--- config.mk ---
export PLATFORM = sky130hd
export DESIGN_NAME = varredura_display
export DESIGN_NICKNAME = d
export VERILOG_FILES = /design/src/rtl/varredura_pkg.sv /design/src/rtl/gerador_tick.sv /design/src/rtl/varredura_display.sv
export SDC_FILE = /design/constraint.sdc
export NUM_CORES = 1
export LEC_CHECK = 0
export ABC_AREA = 0
export CAP_MARGIN = 20
export CORE_MARGIN = 10
export CORE_UTILIZATION = 40
export CTS_BUF_LIST = sky130_fd_sc_hd__clkbuf_8
export CTS_CLUSTER_SIZE = 8
export DETAILED_ROUTE_END_ITERATION = 6
export GPL_TIMING_DRIVEN = 0
export PLACE_DENSITY = 0.62
export SYNTH_ARGS = -nofsm -noshare
export SYNTH_HDL_FRONTEND = slang
export SYNTH_SLANG_ARGS = --single-unit
export TNS_END_PERCENT = 20
--- constraint.sdc ---
create_clock -name clk -period 7 [get_ports clk]
set_input_delay 1.05 -clock clk [delete_from_list [all_inputs] [get_ports clk]]
set_output_delay 1.05 -clock clk [all_outputs]
set_load 0.01 [all_outputs]
--- src/rtl/varredura_pkg.sv ---
// Shared constants and helpers for the seven-segment scan controller.
// The helpers work on the widest supported display (8 digits); callers
// zero-extend their operands and truncate the results to their own width.
package varredura_pkg;

  localparam int N_DIGITOS_PAD     = 4;
  localparam int DIV_VARREDURA_PAD = 50000;
  localparam int N_DIGITOS_MAX     = 8;

  // Active-low one-hot digit enable for digit idx
  function automatic logic [N_DIGITOS_MAX-1:0] anodo_onehot(input logic [2:0] idx);
    logic [N_DIGITOS_MAX-1:0] r;
    r      = '1;
    r[idx] = 1'b0;
    return r;
  endfunction

  // Nibble i of a packed BCD word, digit 0 in the least significant nibble
  function automatic logic [3:0] digito(input logic [4*N_DIGITOS_MAX-1:0] valor,
                                        input logic [2:0] i);
    return valor[{i, 2'b00} +: 4];
  endfunction

endpackage

--- src/rtl/gerador_tick.sv ---
// Free-running prescaler: counts 0..DIV-1 and flags the last count with a
// single-cycle tick, so a consumer advances once every DIV clocks.
module gerador_tick #(
  parameter int DIV = 4
) (
  input  logic clk,
  input  logic rst_n,
  output logic tick
);

  localparam int            CW      = (DIV > 1) ? $clog2(DIV) : 1;
  localparam logic [CW-1:0] CNT_MAX = CW'(DIV - 1);

  logic [CW-1:0] cnt;

  // Prescaler counter, wraps after the tick cycle
  always_ff @(posedge clk or negedge rst_n) begin
    if (!rst_n) begin
      cnt <= '0;
    end else if (cnt == CNT_MAX) begin
      cnt <= '0;
    end else begin
      cnt <= cnt + CW'(1);
    end
  end

  assign tick = (cnt == CNT_MAX);

endmodule

--- src/rtl/varredura_display.sv ---
// Four-digit (parameterisable) multiplexed seven-segment scan controller.
// Loads go to a shadow set and are promoted to the display set only at a
// frame boundary, so a frame never mixes old and new digits.
module varredura_display
  import varredura_pkg::*;
#(
  parameter int N_DIGITOS     = N_DIGITOS_PAD,
  parameter int DIV_VARREDURA = DIV_VARREDURA_PAD
) (
  input  logic                   clk,
  input  logic                   rst_n,
  input  logic                   carga,
  input  logic [4*N_DIGITOS-1:0] valor_bcd,
  input  logic [N_DIGITOS-1:0]   pontos,
  input  logic                   apaga_zeros,
  output logic [3:0]             bcd_out,
  output logic                   dp_out,
  output logic [N_DIGITOS-1:0]   anodo,
  output logic                   quadro_fim,
  output logic                   pendente
);

  localparam int            IW      = $clog2(N_DIGITOS);
  localparam logic [IW-1:0] IDX_MAX = IW'(N_DIGITOS - 1);

  logic                   tick;
  logic                   fronteira;
  logic [IW-1:0]          idx;
  logic [IW-1:0]          idx_nxt;

  logic [4*N_DIGITOS-1:0] sh_valor;
  logic [N_DIGITOS-1:0]   sh_pontos;
  logic                   sh_apaga;

  logic [4*N_DIGITOS-1:0] dv_valor;
  logic [N_DIGITOS-1:0]   dv_pontos;
  logic                   dv_apaga;

  logic [4*N_DIGITOS-1:0] dv_valor_nxt;
  logic [N_DIGITOS-1:0]   dv_pontos_nxt;
  logic                   dv_apaga_nxt;

  logic [4*N_DIGITOS_MAX-1:0] valor_ext;
  logic [N_DIGITOS-1:0]       apagado;
  logic [N_DIGITOS-1:0]       anodo_nxt;
  logic [3:0]                 bcd_nxt;
  logic                       dp_nxt;

  gerador_tick #(
    .DIV (DIV_VARREDURA)
  ) u_gerador_tick (
    .clk   (clk),
    .rst_n (rst_n),
    .tick  (tick)
  );

  assign fronteira = tick && (idx == IDX_MAX);
  assign idx_nxt   = (idx == IDX_MAX) ? '0 : idx + IW'(1);

  // Display set as it will be after this edge: a same-cycle load wins over the shadow
  always_comb begin
    dv_valor_nxt  = dv_valor;
    dv_pontos_nxt = dv_pontos;
    dv_apaga_nxt  = dv_apaga;
    if (fronteira) begin
      if (carga) begin
        dv_valor_nxt  = valor_bcd;
        dv_pontos_nxt = pontos;
        dv_apaga_nxt  = apaga_zeros;
      end else if (pendente) begin
        dv_valor_nxt  = sh_valor;
        dv_pontos_nxt = sh_pontos;
        dv_apaga_nxt  = sh_apaga;
      end
    end
  end

  // Shadow set captures every load; pendente tracks a load not yet displayed
  always_ff @(posedge clk or negedge rst_n) begin
    if (!rst_n) begin
      sh_valor  <= '0;
      sh_pontos <= '0;
      sh_apaga  <= 1'b0;
      pendente  <= 1'b0;
    end else begin
      if (carga) begin
        sh_valor  <= valor_bcd;
        sh_pontos <= pontos;
        sh_apaga  <= apaga_zeros;
      end
      if (carga && !fronteira) begin
        pendente <= 1'b1;
      end else if (fronteira) begin
        pendente <= 1'b0;
      end
    end
  end

  // Display set register, only changes at a frame boundary
  always_ff @(posedge clk or negedge rst_n) begin
    if (!rst_n) begin
      dv_valor  <= '0;
      dv_pontos <= '0;
      dv_apaga  <= 1'b0;
    end else begin
      dv_valor  <= dv_valor_nxt;
      dv_pontos <= dv_pontos_nxt;
      dv_apaga  <= dv_apaga_nxt;
    end
  end

  // Widen the display word so the shared nibble helper can index it
  always_comb begin
    valor_ext                  = '0;
    valor_ext[4*N_DIGITOS-1:0] = dv_valor_nxt;
  end

  // Leading-zero chain from the top digit down; a digit or DP breaks it, digit 0 never blanks
  always_comb begin
    logic cadeia;
    cadeia  = 1'b1;
    apagado = '0;
    for (int i = N_DIGITOS - 1; i >= 0; i--) begin
      cadeia     = cadeia && (digito(valor_ext, 3'(i)) == 4'd0) && !dv_pontos_nxt[i];
      apagado[i] = dv_apaga_nxt && cadeia && (i != 0);
    end
  end

  // Drive values for the digit that becomes active on the next tick
  always_comb begin
    anodo_nxt = '1;
    bcd_nxt   = 4'd0;
    dp_nxt    = 1'b0;
    if (!apagado[idx_nxt]) begin
      anodo_nxt = N_DIGITOS'(anodo_onehot(3'(idx_nxt)));
      bcd_nxt   = digito(valor_ext, 3'(idx_nxt));
      dp_nxt    = dv_pontos_nxt[idx_nxt];
    end
  end

  // Scan position and registered display outputs, advanced once per tick
  always_ff @(posedge clk or negedge rst_n) begin
    if (!rst_n) begin
      idx        <= IDX_MAX;
      anodo      <= '1;
      bcd_out    <= 4'd0;
      dp_out     <= 1'b0;
      quadro_fim <= 1'b0;
    end else begin
      quadro_fim <= fronteira;
      if (tick) begin
        idx     <= idx_nxt;
        anodo   <= anodo_nxt;
        bcd_out <= bcd_nxt;
        dp_out  <= dp_nxt;
      end
    end
  end

endmodule

* Yosys cells after proc, flatten, opt, wreduce, memory -nomap -nowiden
Index checks and enable logic that the tools add are counted.
** Operators by class
- Eq/ne operators :: 2
- Add/subtract/negate cells :: 2
- Bitwise logic cells :: 1
- Multiplexer cells :: 22
- Reduce and logical (&&, ||, !) cells :: 19
- Magnitude comparators :: 3
- Shifts and indexed selects :: 1
** Operators with widths (count)
- $mux W16 :: 4
- $shiftx A32 B5 Y4 :: 1
- $mux W4 :: 5
- $add A16 B1 Y16 const B :: 1
- $eq A16 B16 Y1 const B :: 1
- $logic_not A4 Y1 :: 3
- $logic_and A1 B1 Y1 :: 11
- $mux W1 :: 9
- $bmux W1 S2 :: 2
- $logic_not A1 Y1 :: 4
- $lt A2 B4 Y1 const B :: 1
- $not A4 Y4 :: 1
- $lt A2 B3 Y1 const B :: 1
- $add A2 B1 Y2 const B :: 1
- $demux W1 S2 :: 1
- $eq A2 B2 Y1 const B :: 1
- $ge A2 B1 Y1 const B :: 1
- $mux W2 :: 1
- $reduce_bool A2 Y1 :: 1
** Word-level totals
- Output and inout port bits :: 11
- Word-level logic and storage cells :: 63
- Input port bits :: 24
- Bits in registers :: 71

* Logic depth before layout (Yosys ltp)
Gate-level depths: netlist (run 1).
- Word-level depth :: 13
- Mapped depth :: 9
- Mapped depth without buffers :: 8

* Cells and area by module
A second synthesis (run 1) with hierarchy kept.
** Unflattened totals
- Cells, all modules :: 229
- Area, all modules :: 3100.5 um2
** Modules (own cells, without submodules)
- varredura_display :: instances 1, area each 2338.5 um2, cells each 162, sequential area each 1383.8 um2
- gerador_tick :: instances 1, area each 762.0 um2, cells each 67, sequential area each 400.4 um2

* Worst setup path before layout (run 1)
OpenSTA, ideal clock, no wires.
- Path kind :: input-to-reg
- Start :: input carga
- End :: register anodo[1]
- Cell stages on the path :: 8
- Data arrival time :: 2.757 ns
- Slack :: 4.162 ns
- Cells stage by stage :: nor2_1 or2_2 nor4_1 buf_2 mux2_2 nor4_1 nand3_2 o211ai_1
** Between the ends
- Longest elaborated chain between the ends :: 12
** Ends and longest elaborated chain
- start: declaration :: RTL line varredura_display.sv:12 : input logic carga,
- $mux W4 * :: RTL line varredura_display.sv:66 : if (carga) begin
- $mux W4 * :: RTL line varredura_display.sv:65 : if (fronteira) begin
- named net dv_pontos_nxt[3] :: RTL line varredura_display.sv:40 : logic [N_DIGITOS-1:0] dv_pontos_nxt;
- $logic_not A1 Y1 * :: RTL line varredura_display.sv:124 : cadeia = cadeia && (digito(valor_ext, 3'(i)) == 4'd0) && !dv_pontos_nxt[i];
- $logic_and A1 B1 Y1 * :: RTL line varredura_display.sv:124
- $logic_and A1 B1 Y1 (4 in series) :: RTL line varredura_display.sv:124
- $logic_and A1 B1 Y1 :: RTL line varredura_display.sv:125 : apagado[i] = dv_apaga_nxt && cadeia && (i != 0);
- $bmux W1 S2 * :: RTL line varredura_display.sv:134 : if (!apagado[idx_nxt]) begin
- $mux W1 (implied by the code) * :: RTL line varredura_display.sv:134
- $mux W4 * :: RTL line varredura_display.sv:134
- end signal: assignment :: RTL line varredura_display.sv:153 : anodo <= anodo_nxt;
- end: declaration :: RTL line varredura_display.sv:18 : output logic [N_DIGITOS-1:0] anodo,
Mark *: on every way through the listed nets, which the timed path passes. The rest lies on a longest branch. The select of a mux whose other input is x is not followed.
A chain may end at the register's enable or synchronous reset.

* Worst setup path in the final report (run 1)
- Start :: input carga
- End :: register anodo[2]
The elaborated chain is that of the path after synthesis.

==> impl_metrics.toml, run 1 <==
[placement]
post-place-ws_ns = 3.11
post-dp-hpwl_um = 4930
port_buffers = 34
gp_congestion = 0.760

[cts]
cts_max_path_buffers = 2
cts_root_buffer = "clkbuf_8"
clk_latency_ns = 0.35
cts_buffers = 9
clkSlewWorstSetupHoldPaths_ns = 0.07
post-cts-setup-buffers = 0
ctsHoldBuffers = 0
htree_levels = 3
clkSinkCount = 71
post_cts_resized = 0
cts_tree = "yes"

[cells_and_area]
antenna_cells = 0
multiInputGateArea_mm2 = 0.00138
nets = 362
fillerInstances = 731
regArea_mm2 = 0.00178
area_growth_syn_to_layout_pct = 20.2
drive_gt1_share_pct = 19.3

[floorplanning]
dieArea_mm2 = 0.0121
dieWidth_um = 110
core_mm2 = 0.00781
die_h_um = 110
core.rowCount = 32
ioPinCount = 35
start_util_pct = 41.5

[critical_path]
cp.arrival_ns = 3.69
worst-setup-path-type = "in2reg"
cp_max_fo = 10
slowest_delay_ns = 0.50
crit_chain = "clkdlybuf4s50_1 -> nor2_1 -> or2_2 -> nor4_1 -> buf_2 -> mux2_2 -> nor4_1 -> nand3_2 -> o211ai_1"
cp_common_cell = "nor4_1"
slowest_stage = "clkdlybuf4s50_1"
critPathBufInv = 2
setup.worst_path.start_class = "input port"
cp.required_ns = 7.27
crit_path_end_kind = "flip-flop"
critPathTopFamily = "simple AND/OR/NAND/NOR gates"

[logic_synthesis]
yosysUniqueCellTypes = 45
synth-seq-area-share_pct = 55.1
yosysTopAreaCell = "dfrtp_1"
synthesis.instances = 287
synthMostInstantiatedCell = "dfrtp_1"
synth_edf_count = 0
ys_top_cells_by_area = "dfrtp_1 50%, mux2_2 10%, nand2_1 5.1%, dfstp_2 4.9%, nor2_1 2.6%"
avgSynthCellArea_um2 = 11.3
synth-seq-cells = 71
synth_fp_nets = 316
yosysTopAreaCellShare_pct = 50.2
synth_flop_cell = "dfrtp_1"
yosysWarnings = 0
syn_area_mm2 = 0.00324
async_flop_share_pct = 100
yosys-top-cells-count = "65 x dfrtp_1, 44 x nand2_1, 30 x mux2_2, 22 x nor2_1"

[sta]
worst_pin_slew_ns = 0.806
tns_ns = 0
setup_viol = 0
rsz0062_at_grt = "no"
setup_ws_ns = 3.58
skew_ns = 0.00847
post-route-min-period_ns = 3.42
whs_ns = 0.474
slew_headroom_pct = 46.1
period_share_pct = 48.8
slew_violations = 0
finalHoldViolCount = 0
fmax_mhz = 293

[flow_run]
max_cap_viol_count = 0

[pwr]
leakagePower_nw = 1.73
powerDensity_mw_per_mm2 = 198
vdd_drop_max_mv = 0.0985

[global_routing]
grt_max_degree = 72
grt_overflow = 0
grt_pass1_wl_um = 11600
grt_pass1_vias = 2311
gr-usage-all-layers_pct = 12.2
grt_antenna_before_repair = 0

[routing]
post-route-drc-count = 0
wl_um = 6890
via_count = 2237
drt.antenna.violating_nets = 0
drt_iter0_drc = 90
wire_per_inst_um = 15.7
via_per_inst = 5.10
drt-pass1-iter-count = 4

[min_path]
hold_path.class = "reg2reg"

[run_status]
outcome = "finished clean"
[power by group]
group          total [W]  internal (W)  leakage [nW]  switching (W)
sequential      0.000431      0.000426         0.892     0.00000490
clock           0.000284      0.000133        0.0914       0.000151
combinational  0.0000556     0.0000290         0.745      0.0000265
[worst reg2reg max path, stage by stage, from the launching register on]
cell,delay (ns)
dfstp_2,0.57
ha_1,0.29
nand4_1,0.23
or2_2,0.37
nor4_1,0.27
buf_2,0.35
mux2_2,0.42
nor4_1,0.38
nand3_2,0.18
o211ai_1,0.14
[per-stage QoR]
step	util (%)	power (W)	area, µm²	cells
after floorplan	-	0.000464	3240	287
after CTS	49.9	0.000776	3890	439
after global routing	49.9	0.000802	3890	439
final	49.9	0.000770	3890	439
after global placement	47.5	0.000493	3710	423
after detailed placement	47.8	0.000496	3730	424
[cell families (layout without fill, tap and decap cells)]
| kind of cell | Yosys count | count (layout) | share of synthesized area (%) |
|---|---|---|---|
| AO/OA/AOI/OAI | 44 | 44 | 9.62 |
| multiplexers | 35 | 35 | 12.0 |
| XOR/XNOR | 11 | 11 | 2.98 |
| AND/OR/NAND/NOR | 104 | 104 | 16.1 |
| buffers and inverters | 17 | 67 | 2.28 |
| flip-flops | 71 | 71 | 55.1 |
| adder cells (fa/ha/maj) | 5 | 5 | 1.93 |
[path summary, 6_finish.rpt]
path	cells after the start	end	from	slack, ns
worst max register to register	9	anodo[2]	idx[0]	3.73
worst max-delay path	9	anodo[2]	carga	3.58
worst min register to register	2	dv_apaga	dv_apaga	0.47
min in group asynchronous	2	u_gerador_tick.cnt[1]	rst_n	0.70
max in group asynchronous	2	idx[0]	rst_n	5.97
worst min-delay path	2	dv_apaga	dv_apaga	0.47
[layer usage]
layer  GRT usage (%)  share of wire, %
met1            15.9                48
met2            18.8                45
met3            3.08               4.9
met4            5.58               1.8
met5               0                 0
[area by class of cell]
class                           count  share of cell area [%]
Sequential cell                    71                    45.8
Multi-Input combinational cell    199                    35.4
Timing Repair Buffer               35                    9.38
Clock buffer                       10                    3.53
Tap cell                          102                    3.28
Buffer                             11                    1.32
Clock inverter                      5                   0.643
Inverter                            6                   0.578
[layout by cell type, fill, tap and decap left out, drive strengths merged, types with 2 or more instances in the layout]
master	count
or3	2
nor4	7
a22oi	2
dfrtp	65
buf	7
nand3	7
clkdlybuf4s50	33
nand4bb	2
ha	5
xnor2	4
clkinv	5
clkbuf	16
a21o	3
inv	6
or4	2
or2	3
o211ai	4
nor3	2
dfstp	6
a21oi	12
xor2	7
a221o	2
nand4	2
o21ai	12
nand2b	4
mux2i	5
a31oi	3
and3	2
mux2	30
nand2	44
and2	2
a2111oi	2
nor2	22
[sequential cells by signal, indices dropped and copies added, names as in the netlist, 2 cells and up]
name                count
sh_pontos               4
sh_valor               16
dv_valor               16
idx                     2
anodo                   4
u_gerador_tick.cnt     16
bcd_out                 4
dv_pontos               4
Power figures use the tool's default switching activity.
==> run 2, diff against run 1 <==
Settings changed: PLACE_DENSITY 0.62 to 0.64.
Clock period 7 ns to 3.1 ns, I/O delays scaled along.
==> run 2 against run 1 <==
  * Count of clock-buffer cells in the layout is 1 lower
  * Global-route usage is 0.26 points higher
  * Sequential cell count stayed put
  * Cell count is 0.68% higher
  * Largest cell class unchanged
  * Total power is 150% higher
  * Sequential share of layout area is 1.1 points lower
  * Die area stayed put
==> impl_metrics.toml, run 2 (synthesized netlist as in run 1, its figures left out) <==
[sta]
finalHoldViolCount = 0
post-route-min-period_ns = 2.92
setup_viol = 0
slew_violations = 0
rsz0062_at_grt = "no"
fmax_mhz = 342
slew_headroom_pct = 40.2
tns_ns = 0
skew_ns = 0.00552
worst_pin_slew_ns = 0.897
whs_ns = 0.216
period_share_pct = 94.3

[critical_path]
cp-startpoint = "idx[0]"
setup.worst_path.start_class = "flip-flop"
crit_path_end = "bcd_out[0]"
reg2reg_to = "bcd_out[0]"
cp_common_cell = "mux2_2"
r2r_slack_ns = 0.18
slowest_delay_ns = 0.58
reg2regPathDepth = 10
slowest_stage = "dfstp_2"
worst-setup-path-type = "reg2reg"
cp.required_ns = 3.33
crit_path_end_kind = "flip-flop"
cp.arrival_ns = 3.15
worstReg2RegStart = "idx[0]"
crit_chain = "ha_2 -> nand4_1 -> or2_2 -> nor4_2 -> buf_4 -> buf_12 -> mux2_2 -> mux2_2 -> a22oi_1 -> o21ai_0"
cp_max_fo = 6

[cells_and_area]
antenna_cells = 0
regArea_mm2 = 0.00178
area_growth_syn_to_layout_pct = 23.1
top_regs = "dv_valor: 16 flops, sh_valor: 16 flops, u_gerador_tick.cnt: 16 flops"
drive_gt1_share_pct = 20.9
layout_common_cells = "65 x dfrtp_1, 44 x nand2_1, 33 x clkdlybuf4s50_1"
final_core_util_pct = 51.0
fillerInstances = 742
final_common_cell = "dfrtp_1"
stdcell_count = 442
multiInputGateArea_mm2 = 0.00140
nets = 364

[global_routing]
grt_overflow = 0
grt_pass1_wl_um = 11800
grt_max_degree = 72
grt_antenna_before_repair = 0
grt_pass1_vias = 2388
gr-usage-all-layers_pct = 12.5

[routing]
wl_um = 6950
via_per_inst = 5.07
drt.antenna.violating_nets = 0
wire_per_inst_um = 15.7
drt_iter0_drc = 127
drt-pass1-iter-count = 4
post-route-drc-count = 0
via_count = 2239

[floorplanning]
core_mm2 = 0.00781
core.rowCount = 32
dieArea_mm2 = 0.0121
ioPinCount = 35
start_util_pct = 41.5
dieWidth_um = 110
die_h_um = 110

[placement]
port_buffers = 34
gp_congestion = 0.774
post-dp-hpwl_um = 4870
dp.cells = 423

[cts]
clk_latency_ns = 0.35
cts_max_path_buffers = 2
clkSlewWorstSetupHoldPaths_ns = 0.08
cts_tree = "yes"
ctsHoldBuffers = 0
htree_levels = 3
clkSinkCount = 71
cts_buffers = 9
cts_root_buffer = "clkbuf_8"

[pwr]
power.total_w = 0.00192
leakagePower_nw = 1.75
powerDensity_mw_per_mm2 = 481
vdd_drop_max_mv = 0.280

[run_status]
outcome = "finished clean"

[flow_run]
max_cap_viol_count = 0

[min_path]
hold_path.class = "in2async"
## run 2: cell count changes in the layout (fill, tap and decap cells not counted), moves of 2 or more
cell        previous run  this run
buf_4                  1         4
clkinv_2               5         1
clkinvlp_4             0         3
nor4_1                 6         4
bufinv_16              0         2
## run 2: cell type report
class | count | area share, %
Tap cell | 102 | 3.20
Inverter | 6 | 0.565
Sequential cell | 71 | 44.8
Timing Repair Buffer | 37 | 9.36
Multi-Input combinational cell | 199 | 35.2
Clock buffer | 9 | 3.11
Clock inverter | 7 | 2.42
Buffer | 11 | 1.35
## run 2: worst max-delay path, delay by kind of cell, from the launching register on
kind / cells / cell delay [ns]
simple gates: 3 / 0.78
mux: 2 / 0.60
flops: 1 / 0.58
buf+inv: 2 / 0.34
compound gates: 2 / 0.26
fa+ha+maj: 1 / 0.25
## run 2: power by group
group | switching [W] | leakage (nW) | internal, W
Clock | 0.000369 | 0.102 | 0.000454
Sequential | 0.0000110 | 0.892 | 0.000961
Combinational | 0.0000599 | 0.755 | 0.0000626
Total | 0.000440 | 1.75 | 0.00148
## run 2: worst min path at each step
stage / endpoint / depth (start not counted) / slack (ns) / start
floorplan: bcd_out[0] / 0 / 0.17 / rst_n
detailed placement: dv_apaga / 2 / 0.46 / dv_apaga
CTS: sh_valor[0] / 1 / 0.27 / rst_n
finish: u_gerador_tick.cnt[1] / 1 / 0.22 / rst_n
global placement: dv_apaga / 2 / 0.45 / dv_apaga
global route: u_gerador_tick.cnt[5] / 1 / 0.30 / rst_n
## run 2: timing repair
action                                  CTS  global route
gates resized for setup                   3             2
endpoints found under the hold margin     0             0
pin swaps                                 0             0
cloned                                    0             0
buffers inserted                          1             2
endpoints found under the setup margin    5             5
## run 2: stage by stage
step                setup WS, ns  instance area (µm²)
floorplan                  0.436                 3240
global route             0.00325                 3990
global placement          -0.866                 3710
detailed placement        -0.201                 3700
finish                     0.177                 3990
CTS                       0.0672                 3960
## run 2: routing by layer
metal,part of all wire (%),GRT usage [%],vias to the layer above
li1,-,-,1100
met1,46,16.0,1092
met2,47,19.4,43
met3,6.2,4.59,4
met4,0.75,3.35,0
met5,0,0,-
